File: src/rtl/ed_result_packer.sv
// Purpose : packs serial 1-bit energy-detection decisions LSB-first into WORD_W-bit
//           words and writes them to the output FIFO; flushes a zero-padded partial
//           word at end of run, then pulses done.
// Latency : the bit that completes a word is accepted at edge t; push_fout is high in
//           the cycle after t when fout_full=0.
// Backpressure: one hold register buffers a completed word while fout_full=1. The
//           shift register keeps filling. dec_ready drops only when the shift register
//           holds WORD_W-1 bits and hold is still occupied. A decision offered while
//           dec_ready=0 is dropped and sets the sticky overflow flag.
//
// Ports:
//   clock, reset            rising-edge clock; asynchronous active-high reset
//   dec_valid/dec_bit       decision stream in; dec_ready = packer can accept
//   end_sig                 one-cycle end-of-run pulse, starts a flush
//   fout_full               output FIFO full
//   push_fout/fout_data     output FIFO write strobe and word
//   word_count              data words pushed since reset or the last done
//   overflow                sticky: a decision was dropped
//   busy/done               FSM not idle / one-cycle completion pulse
//
// Optional build macro PACK_TRAILER_EN: after the flush, a trailer word is pushed.
// The trailer holds {word_count, valid bits in the last data word} and is sent before done.

module ed_result_packer #(
    parameter int WORD_W = 32,
    parameter int CNT_W  = 16
) (
    input  logic              clock,
    input  logic              reset,
    input  logic              dec_valid,
    input  logic              dec_bit,
    output logic              dec_ready,
    input  logic              end_sig,
    input  logic              fout_full,
    output logic              push_fout,
    output logic [WORD_W-1:0] fout_data,
    output logic [CNT_W-1:0]  word_count,
    output logic              overflow,
    output logic              busy,
    output logic              done
);

    localparam int CW = $clog2(WORD_W);
    localparam logic [CW-1:0] LAST_BIT = CW'(WORD_W - 1);

`ifdef PACK_TRAILER_EN
    typedef enum logic [2:0] {
        S_IDLE    = 3'd0,
        S_FILL    = 3'd1,
        S_FLUSH   = 3'd2,
        S_DONE    = 3'd3,
        S_TRAILER = 3'd4
    } state_t;
`else
    typedef enum logic [2:0] {
        S_IDLE  = 3'd0,
        S_FILL  = 3'd1,
        S_FLUSH = 3'd2,
        S_DONE  = 3'd3
    } state_t;
`endif

    state_t state, state_next;

    logic [WORD_W-1:0] shift_reg;
    logic [CW-1:0]     bit_cnt;
    logic [WORD_W-1:0] hold_data;
    logic              hold_valid;

    logic              accept;
    logic              word_load;
    logic              flush_load;
    logic              flush_exit;
    logic              hold_free;
    logic [WORD_W-1:0] shift_ins;

`ifdef PACK_TRAILER_EN
    // Valid bits in the most recent data word of this run (0 = no data word yet)
    logic [7:0]        last_bits;
    logic [WORD_W-1:0] trailer_word;
`endif

    // ------------------------------------------------------------------
    // Handshake and datapath control
    // ------------------------------------------------------------------
    // dec_ready is a function of registered state only. This keeps the upstream
    // valid->ready path free of combinational loops.
    assign dec_ready = !((bit_cnt == LAST_BIT) && hold_valid)
                       && ((state == S_IDLE) || (state == S_FILL));
    assign accept    = dec_valid & dec_ready;
    assign push_fout = hold_valid & !fout_full;
    assign fout_data = hold_data;
    assign busy      = (state != S_IDLE);
    assign done      = (state == S_DONE);

    // The hold register can take a new word if it is empty or is being emptied this edge.
    assign hold_free = !hold_valid || push_fout;

    // The word completes when the last bit position is filled.
    assign word_load  = accept && (bit_cnt == LAST_BIT);
    // A partial word exists only when bit_cnt > 0. A word completed by a bit that
    // arrives with end_sig has already gone to hold, and bit_cnt is 0 again.
    assign flush_load = (state == S_FLUSH) && (bit_cnt != '0) && hold_free;
    // The flush is finished once no partial bits remain and hold has drained.
    assign flush_exit = (state == S_FLUSH) && (bit_cnt == '0) && !hold_valid;

    always_comb begin
        shift_ins          = shift_reg;
        shift_ins[bit_cnt] = dec_bit;
    end

`ifdef PACK_TRAILER_EN
    always_comb begin
        trailer_word = {(WORD_W - 8)'(word_count), last_bits};
    end
`endif

    // ------------------------------------------------------------------
    // FSM
    // ------------------------------------------------------------------
    always_ff @(posedge clock or posedge reset) begin
        if (reset) begin
            state <= S_IDLE;
        end else begin
            state <= state_next;
        end
    end

    always_comb begin
        state_next = state;
        case (state)
            S_IDLE: begin
                // end_sig takes priority. A bit accepted in the same cycle is
                // still shifted in and is then flushed.
                if (end_sig) begin
                    state_next = S_FLUSH;
                end else if (accept) begin
                    state_next = S_FILL;
                end
            end
            S_FILL: begin
                if (end_sig) begin
                    state_next = S_FLUSH;
                end
            end
            S_FLUSH: begin
                if (flush_exit) begin
`ifdef PACK_TRAILER_EN
                    state_next = S_TRAILER;
`else
                    state_next = S_DONE;
`endif
                end
            end
`ifdef PACK_TRAILER_EN
            S_TRAILER: begin
                // Hold contains only the trailer in this state, so its push ends the run.
                if (push_fout) begin
                    state_next = S_DONE;
                end
            end
`endif
            S_DONE: begin
                state_next = S_IDLE;
            end
            default: begin
                state_next = S_IDLE;
            end
        endcase
    end

    // ------------------------------------------------------------------
    // Shift register and bit counter
    // ------------------------------------------------------------------
    always_ff @(posedge clock or posedge reset) begin
        if (reset) begin
            shift_reg <= '0;
            bit_cnt   <= '0;
        end else if (word_load || flush_load) begin
            shift_reg <= '0;
            bit_cnt   <= '0;
        end else if (accept) begin
            shift_reg <= shift_ins;
            bit_cnt   <= bit_cnt + CW'(1);
        end
    end

    // ------------------------------------------------------------------
    // Hold register: a load takes priority over a simultaneous push, so
    // hold_valid stays set when a new word arrives on the drain edge.
    // ------------------------------------------------------------------
    always_ff @(posedge clock or posedge reset) begin
        if (reset) begin
            hold_data  <= '0;
            hold_valid <= 1'b0;
        end else if (word_load) begin
            hold_data  <= shift_ins;
            hold_valid <= 1'b1;
        end else if (flush_load) begin
            hold_data  <= shift_reg;  // upper bits are already zero
            hold_valid <= 1'b1;
`ifdef PACK_TRAILER_EN
        end else if (flush_exit) begin
            hold_data  <= trailer_word;
            hold_valid <= 1'b1;
`endif
        end else if (push_fout) begin
            hold_valid <= 1'b0;
        end
    end

`ifdef PACK_TRAILER_EN
    always_ff @(posedge clock or posedge reset) begin
        if (reset) begin
            last_bits <= '0;
        end else if (state == S_DONE) begin
            last_bits <= '0;
        end else if (word_load) begin
            last_bits <= 8'(WORD_W);
        end else if (flush_load) begin
            last_bits <= 8'(bit_cnt);
        end
    end
`endif

    // ------------------------------------------------------------------
    // Status: word counter and sticky overflow
    // ------------------------------------------------------------------
    always_ff @(posedge clock or posedge reset) begin
        if (reset) begin
            word_count <= '0;
        end else if (state == S_DONE) begin
            word_count <= '0;
`ifdef PACK_TRAILER_EN
        end else if (push_fout && (state != S_TRAILER)) begin
`else
        end else if (push_fout) begin
`endif
            word_count <= word_count + CNT_W'(1);
        end
    end

    always_ff @(posedge clock or posedge reset) begin
        if (reset) begin
            overflow <= 1'b0;
        end else if (dec_valid && !dec_ready) begin
            overflow <= 1'b1;
        end
    end

endmodule

File: config.mk
export PLATFORM = sky130hd
export DESIGN_NAME = ed_result_packer
export DESIGN_NICKNAME = d
export VERILOG_FILES = /design/src/rtl/ed_result_packer.sv
export SDC_FILE = /design/constraint.sdc
export NUM_CORES = 1
export LEC_CHECK = 0
export BUFFER_PORTS_ARGS = -buffer_cell sky130_fd_sc_hd__buf_4
export CORE_MARGIN = 2
export CORE_UTILIZATION = 45
export DETAILED_ROUTE_END_ITERATION = 8
export GPL_ROUTABILITY_DRIVEN = 0
export HOLD_SLACK_MARGIN = 0.08
export PLACE_DENSITY = 0.71
export RECOVER_POWER = 50
export SKIP_LAST_GASP = 1
export SYNTH_ARGS = -nofsm -noshare
export SYNTH_HDL_FRONTEND = slang
export SYNTH_SLANG_ARGS = --single-unit
File: constraint.sdc
create_clock -name clock -period 3.9 [get_ports clock]
set_input_delay 0.195 -clock clock [delete_from_list [all_inputs] [get_ports clock]]
set_output_delay 0.195 -clock clock [all_outputs]
set_load 0.05 [all_outputs]
# After elaboration in Yosys (flattened, before gate mapping)
# Index checks and enable logic that the tools add are counted.
# Widths: inputs -> output; s select.
# classes
bitwise	2
n_eq_ne	7
n_lt_le_gt_ge	2
addsub	2
muxes	19
reduce_logical	25
# ops
op	n
$mux 32	4
$bwmux 32	1
$mux 16	2
$add 16x1->16 const B	1
$mux 3	4
$mux 5	2
$logic_and 1x1->1	9
$pmux 3 s3	1
$eq 3x2->1 const B	2
$lt 5x6->1 const B	1
$reduce_bool 2->1	3
$reduce_bool 3->1	2
$add 5x1->5 const B	1
$demux 1 s5	1
$eq 5x5->1 const B	1
$ge 5x1->1 const B	1
$logic_not 5->1	1
$reduce_bool 5->1	1
$logic_not 1->1	4
$mux 1	4
$ne 2x2->1 const B	2
$eq 3x1->1 const B	1
$logic_not 3->1	1
$logic_or 1x1->1	3
3 further kinds	4
# totals
ff_bits	90
out_inout_bits	53
wordCells	64
in_bits	6

# Logic depth before layout (Yosys ltp)
# Gate-level depths: netlist (run 1).
# depth
ltp_word	8
depth_mapped	9
mapped_depth_nobuf	7

# Least setup slack after synthesis (run 1)
# No wires, ideal clock.
# synth_timing
path_type	flip-flop to flip-flop
start	register bit_cnt[0]
end	register overflow
slack_ns	1.640
required_time_ns	3.738
t_arrival_ns	2.098
path_buffers	1
stages_incl_launch_ff	7
setup_time_ns	0.162
cell_sequence	dfrtp_1 -> ha_1 -> clkbuf_1 -> and3_1 -> ha_1 -> a21oi_1 -> o21bai_1
# synth_between
elab_chain_cells	6
# synth_rtl
item	line_no	rtl
start: declaration	66	logic [CW-1:0] bit_cnt;
start signal: assignment	184	bit_cnt <= bit_cnt + CW'(1);
$eq 5x5->1	88	assign dec_ready = !((bit_cnt == LAST_BIT) && hold_valid)
$logic_and 1x1->1	88	
$logic_not 1->1	88	
$logic_and 1x1->1	89	&& ((state == S_IDLE) || (state == S_FILL));
net dec_ready	32	output logic dec_ready,
$logic_not 1->1	246	end else if (dec_valid && !dec_ready) begin
$logic_and 1x1->1	246	
end signal: assignment	245	overflow <= 1'b0;
end signal: assignment	247	overflow <= 1'b1;
end: declaration	38	output logic overflow,
# The timed path passes the listed nets, and every way through them passes these cells.
# A chain may end at the register's enable or synchronous reset.

# Worst setup path in the final report (run 1)
# layout_timing
start	register bit_cnt[4]
end	register shift_reg[0]
# layout_between
elab_chain_cells	8
elab_cells_between_ends	19
classes_between	2 x order compare; 1 x eq/ne; 5 x mux; 1 x bitwise; 10 x reduce/logical
# layout_rtl
item	line_no	rtl
parallel branches: the longest is 8 deep, another holds $lt 5x6->1	-	
end signal: assignment	183	shift_reg <= shift_ins;
end: declaration	65	logic [WORD_W-1:0] shift_reg;
# Several ways; the timed one is not identified. The select of a mux whose other input is x is not followed.

==> reports/metrics.cfg, run 1 <==
[clock_tree]
htreeDepth = 3
cts.sinks = 89
clk_latency_ps = 370
clk_pin_slew_ps = 90
cts_made_buffers = 9
postCtsResizedCells = 0
cts_tree = yes
root_buffer = clkbuf_8
clockBufferDepth = 2

[die]
die-area_um2 = 11600
rows = 37
io_pins = 59
die_h_um = 108
fp.dieW_um = 108
initial_utilization_pct = 46.6
core_um2 = 10400

[grt]
grt_start_max_net_pins = 64
gr-usage-met2_pct = 29.7
grt_pass1_vias = 3552
gr-usage-met1_pct = 25.8
grt_util_all_layers_pct = 18.7
antenna_found_initial = 0
grt_pass1_wl_um = 17300
busiest_layer = met2
overflow = 0
gr-usage-met3_pct = 2.72

[worst_setup_path]
r2r_setup_slack_ps = 1110
critPathLaunch = bit_cnt[4]
cp-start-kind = flip-flop
r2r_start = bit_cnt[4]
path_max_fanout = 35
crit_top_cell = nand2_1
path_class = reg -> reg
cp_cell_sequence = ha_1 -> nand2_1 -> nand2_1 -> buf_4 -> a22oi_1 -> o21ai_0
worst_ep_required_time_ps = 4190
endpoint_kind = flip-flop
crit_family = flip-flops
crit_path_max_incr_delay_ps = 990
arrival_ps = 3070
critPathSlowestCell = dfrtp_1
path_buf_inv = 1

[timing]
final.setup_skew_ps = 17.3
fmax_ghz = 0.359
whs_ps = 157
period_minus_slack_ps = 2790
relSlewSlack_pct = -86.7
finalCritPeriodShare_pct = 71.4
timing.setup.tns_ps = 0
worst_pin_slew_ps = 2790
rsz0062_at_grt = no
maxSlewViolCount = 64
hold_violations = 0
setup_viol = 0

[synthesis]
synthAdderAreaFrac_pct = 2.85
ys_seq_area_share_pct = 46.1
synth-compound-area-share_pct = 12.9
synth.area.mux_share_pct = 14.4
async_reset_ff_share_pct = 100
syn_nets = 485
yosysWarnings = 0
syn_area_per_cell_um2 = 10.3
synth.largest_area_cell = dfrtp_1
synth_top_area_share_pct = 46.1
netlist_area_um2 = 4830
netlist_top_cells_count = dfrtp_1 (89), nor2_1 (48), nand2_1 (38), a22oi_1 (34), o21ai_0 (34)
netlist_instances = 468
synth_top_family_by_area = simple AND/OR/NAND/NOR gates
ys_ff_latch = 89
ys_types = 47
synth_area_leaders = dfrtp_1 (46%), mux2_2 (7.2%), mux2i_1 (6.8%), a22oi_1 (5.3%), nor2_1 (3.7%)
synth-simple-area-share_pct = 17.6
synth_xor_area_share_pct = 1.81
yosysMostFrequentCell = dfrtp_1
synth_edf_count = 0
synth-main-ff-cell = dfrtp_1

[power_and_ir_drop]
power_density_nw_per_um2 = 548
power_leakage_nw = 2.31
ir_worst_vdd_uv = 237

[layout]
layout-drive-gt1-share_pct = 16.3
nNetsFinal = 527
antennaDiodeCount = 0
area_growth_pct = 11.7

[detailed_routing]
viasPerCell = 5.64
drt_first_iter_violations = 206
drt-total-wl_um = 10300
first_pass_iters = 4
wire_per_inst_um = 15.9
num_vias = 3673
ant_nets = 0
drc = 0

[job]
drv.max_cap_violation_count = 1

[status]
failed_checks = capacitance limit, slew limit
status = complete, but fails checks

[place]
io_buffers = 58
hpwl_um = 6540

[min_path]
holdCritStartpoint = dec_valid
hold_path_class = in -> reg

[worst min-delay path: cells and delay by family]
family	cells	cell delay [ps]
buffers and inverters	2	190
AO/OA/AOI/OAI	1	80
[layout by cell type, fill, tap and decap left out, types with 2 or more instances in the layout]
cell type / instances
clkbuf_8: 11
o21ai_1: 3
and3_1: 3
or3_2: 2
a21oi_1: 10
ha_1: 11
and3_2: 2
nor4bb_1: 12
buf_4: 21
o21ai_0: 34
mux2_2: 31
clkbuf_1: 44
or4_1: 5
nor3_1: 5
nand4b_1: 12
o31ai_1: 6
a211oi_1: 2
dfrtp_1: 89
nand2_1: 38
inv_1: 6
nor2_1: 47
nand3_1: 4
xor2_1: 9
nor4b_1: 3
nand4_1: 7
mux2i_1: 33
o211ai_1: 4
clkinv_2: 3
a22oi_1: 34
[where the power goes]
part | internal [mW] | switching, mW
Combinational | 0.398 | 0.804
Clock | 0.329 | 0.334
Sequential | 1.01 | 0.0818
[cell type report]
type                    count  area, um^2
clock buffers              11         151
clock inverters             5        53.8
fillers                  1012        4970
inverters                   7        27.5
multi-input cells         335        2410
flip-flops and latches     89        2230
well taps                 136         170
repair buffers             68         360
[worst paths after layout]
kind | cells after the start | endpoint
worst max register to register | 6 | shift_reg[0]
max in group asynchronous | 3 | shift_reg[19]
worst max-delay path | 6 | shift_reg[0]
min in group asynchronous | 2 | shift_reg[5]
worst min register to register | 1 | overflow
worst min-delay path | 3 | overflow
[per-layer routing]
layer	part of all wire, %	routed length, um	vias to the layer above
met5	0	0	-
met4	0.84	87	0
met3	3.9	404	6
met2	48	4900	62
met1	48	4930	1817
li1	-	-	1788
[per-stage QoR]
stage	setup slack [ps]	cells	utilization, %	area [um^2]	power (mW)
after floorplan	1400	468	-	4830	2.05
after global routing	883	651	52.1	5400	3.12
final	1110	651	52.1	5400	2.96
after detailed placement	1100	634	51.6	5350	2.34
after global placement	1250	634	51.6	5350	2.31
after CTS	1130	651	53.6	5560	3.00
[what timing repair did]
action	in CTS	in global routing
hold buffers	1	0
hold endpoints to repair	1	0
buffers inserted	0	0
[logic make-up after synthesis]
| kind of cell | after synthesis |
|---|---|
| fa+ha+maj | 11 |
| flops | 89 |
| simple gates | 151 |
| buf+inv | 44 |
| mux | 65 |
| xor+xnor | 10 |
| compound gates | 98 |
Power figures use the tool's default switching activity.
==> run 2: changes to the inputs <==
--- a/config.mk
+++ b/config.mk
@@ -11,7 +11,7 @@
 export DETAILED_ROUTE_END_ITERATION = 8
 export GPL_ROUTABILITY_DRIVEN = 0
 export HOLD_SLACK_MARGIN = 0.08
-export PLACE_DENSITY = 0.71
+export PLACE_DENSITY = 0.74
 export RECOVER_POWER = 50
 export SKIP_LAST_GASP = 1
 export SYNTH_ARGS = -nofsm -noshare
==> constraint.sdc (replaced) <==
create_clock -name clock -period 2.3 [get_ports clock]
set_input_delay 0.115 -clock clock [delete_from_list [all_inputs] [get_ports clock]]
set_output_delay 0.115 -clock clock [all_outputs]
set_load 0.05 [all_outputs]
==> reports/metrics.cfg, run 2 (synthesis gave the netlist of run 1 again) <==
[power_and_ir_drop]
p_sw_share_pct = 43.2  ; was 41.2%
power_density_nw_per_um2 = 928  ; was 548 nW/um^2
switchingPower_mw = 2.20  ; was 1.22 mW
internal_power_mw = 2.90  ; was 1.74 mW
seqPwrFrac_pct = 35.8  ; was 36.9%
power_leakage_nw = 2.35  ; was 2.31 nW
ir_worst_vdd_uv = 485  ; was 237 uV
pwr-share-comb_pct = 44.5  ; was 40.6%
pwr-share-clk_pct = 19.6  ; was 22.4%

[detailed_routing]
num_vias = 3847  ; was 3673
first_pass_iters = 4  ; unchanged
viasPerCell = 5.74  ; was 5.64
ant_nets = 0  ; unchanged
wire_per_inst_um = 16.4  ; was 15.9 um
drt-total-wl_um = 11000  ; was 10300 um
drt_first_iter_violations = 274  ; was 206
drc = 0  ; unchanged

[worst_setup_path]
endpoint_kind = flip-flop  ; unchanged
worst_ep_required_time_ps = 2540  ; was 4190 ps
path_max_fanout = 5  ; was 35
r2r_start = bit_cnt[0]  ; was bit_cnt[4]
crit_end = state[1]  ; was shift_reg[0]
arrival_ps = 2420  ; was 3070 ps
critPathLaunch = bit_cnt[0]  ; was bit_cnt[4]
r2r_setup_slack_ps = 120  ; was 1110 ps
r2r.worst_path.cells = 8  ; was 6
reg2reg_to = state[1]  ; was shift_reg[0]
path_class = reg -> reg  ; unchanged
cp-start-kind = flip-flop  ; unchanged

[grt]
grt_util_all_layers_pct = 19.6  ; was 18.7%
overflow = 0  ; unchanged
grt_pass1_wl_um = 18500  ; was 17300 um
antenna_found_initial = 0  ; unchanged
grt_start_max_net_pins = 47  ; was 64
grt_pass1_vias = 3823  ; was 3552

[clock_tree]
clk_latency_ps = 350  ; was 370 ps
htreeDepth = 3  ; unchanged
cts_made_buffers = 9  ; unchanged
cts.sinks = 89  ; unchanged
cts_tree = yes  ; unchanged
clk_pin_slew_ps = 90  ; about the same
clockBufferDepth = 2  ; unchanged
root_buffer = clkbuf_8  ; unchanged

[layout]
seqCellArea_um2 = 2230  ; unchanged
area_growth_pct = 13.7  ; was 11.7%
layout_commonest_cell = dfrtp_1  ; unchanged
fin_cells = 670  ; was 651
layout_common_cells = dfrtp_1 (89), clkbuf_1 (51), nor2_1 (47), nand2_1 (38)  ; was dfrtp_1 (89), nor2_1 (47), clkbuf_1 (44), nand2_1 (38)
multiInputGateArea_um2 = 2410  ; about the same
fillers = 987  ; was 1012
nNetsFinal = 546  ; was 527
antennaDiodeCount = 0  ; unchanged
layout-drive-gt1-share_pct = 17.6  ; was 16.3%

[timing]
timing.setup.tns_ps = 0  ; unchanged
hold_violations = 0  ; unchanged
maxSlewViolCount = 0  ; was 64
setup_viol = 0  ; unchanged
final.setup_skew_ps = 12.9  ; was 17.3 ps
fmax_ghz = 0.458  ; was 0.359 GHz
finalCritPeriodShare_pct = 94.9  ; was 71.4%
whs_ps = 149  ; was 157 ps
rsz0062_at_grt = yes  ; was no
period_minus_slack_ps = 2180  ; was 2790 ps
relSlewSlack_pct = 35.8  ; was -86.7%
worst_pin_slew_ps = 961  ; was 2790 ps

[die]
die-area_um2 = 11600  ; unchanged
core_um2 = 10400  ; unchanged
io_pins = 59  ; unchanged
die_h_um = 108  ; unchanged
fp.dieW_um = 108  ; unchanged
initial_utilization_pct = 46.6  ; unchanged
rows = 37  ; unchanged

[place]
hpwl_um = 6750  ; was 6540 um
io_buffers = 58  ; unchanged
place_inst = 651  ; was 634

[min_path]
hold_path_class = in -> reg  ; unchanged

[status]
status = finished clean  ; was complete, but fails checks

[job]
drv.max_cap_violation_count = 0  ; was 1

run 2: changes by cell type in the layout (fill, tap and decap cells not counted):
cell           delta
clkbuf_4          -1
clkbuf_2          +1
clkinvlp_4        +4
dlygate4sd3_1     +2
bufinv_16         -1
clkinv_2          -2
buf_4            +10
clkbuf_1          +7
clkinvlp_2        -1
inv_6             +2
clkbuf_8          -2
nor3b_4           +1
nor3b_2           -1
run 2: what timing repair did:
action	4_1_cts	5_1_grt
hold buffers	3	0
setup endpoints to repair	28	1
gates resized for setup	1	0
hold endpoints to repair	44	0
buffers inserted	0	0
run 2: through the flow:
stage | power, mW | instance area [um^2] | setup WS (ps) | util (%)
floorplan | 3.47 | 4840 | 39.9 | -
global placement | 4.12 | 5490 | -19.6 | 52.9
detailed placement | 4.15 | 5490 | -128 | 52.9
CTS | 5.17 | 5700 | 134 | 55.0
global route | 5.39 | 5500 | -0.433 | 53.0
finish | 5.10 | 5500 | 118 | 53.0
run 2: area by class of cell:
| class | count | share of cell area [%] |
|---|---|---|
| repair buffers | 87 | 8.72 |
| inverters | 7 | 0.546 |
| clock inverters | 7 | 0.979 |
| flip-flops and latches | 89 | 40.5 |
| clock buffers | 9 | 2.25 |
| well taps | 136 | 3.10 |
| multi-input cells | 335 | 43.9 |
run 2: power groups by stage:
stage               combinational, mW  sequential [mW]  clock, mW
global placement                 2.27             1.85          0
detailed placement               2.30             1.86          0
CTS                              2.32             1.83       1.02
floorplan                        1.41             2.06          0
finish                           2.27             1.83       1.00
global route                     2.45             1.85       1.09
run 2: critical path: stages, from the launching register on:
cell and delay [ps]:
dfrtp_1 360, ha_1 170, and3_1 160, ha_1 160
buf_4 140, nand2_1 140, nor3b_1 190, o31ai_1 410
mux2_4 340
run 2: routing by layer:
metal  global-route usage [%]  part of all wire [%]  up-vias
li1                         -                     -     1832
met1                     26.6                    46     1923
met2                     33.3                    49       85
met3                     2.66                   4.2        7
met4                     4.76                  0.80        0
met5                        0                     0        -
run 2: how the worst min path moves through the flow:
stage                     startpoint         end  slack [ps]  cells past startpoint
after detailed placement   fout_full  hold_valid         370                      2
after global routing         end_sig    state[0]         140                      4
after floorplan            fout_full  hold_valid         240                      1
after CTS                    end_sig    state[0]         140                      4
after global placement     fout_full  hold_valid         370                      2
final                        end_sig    state[0]         150                      4
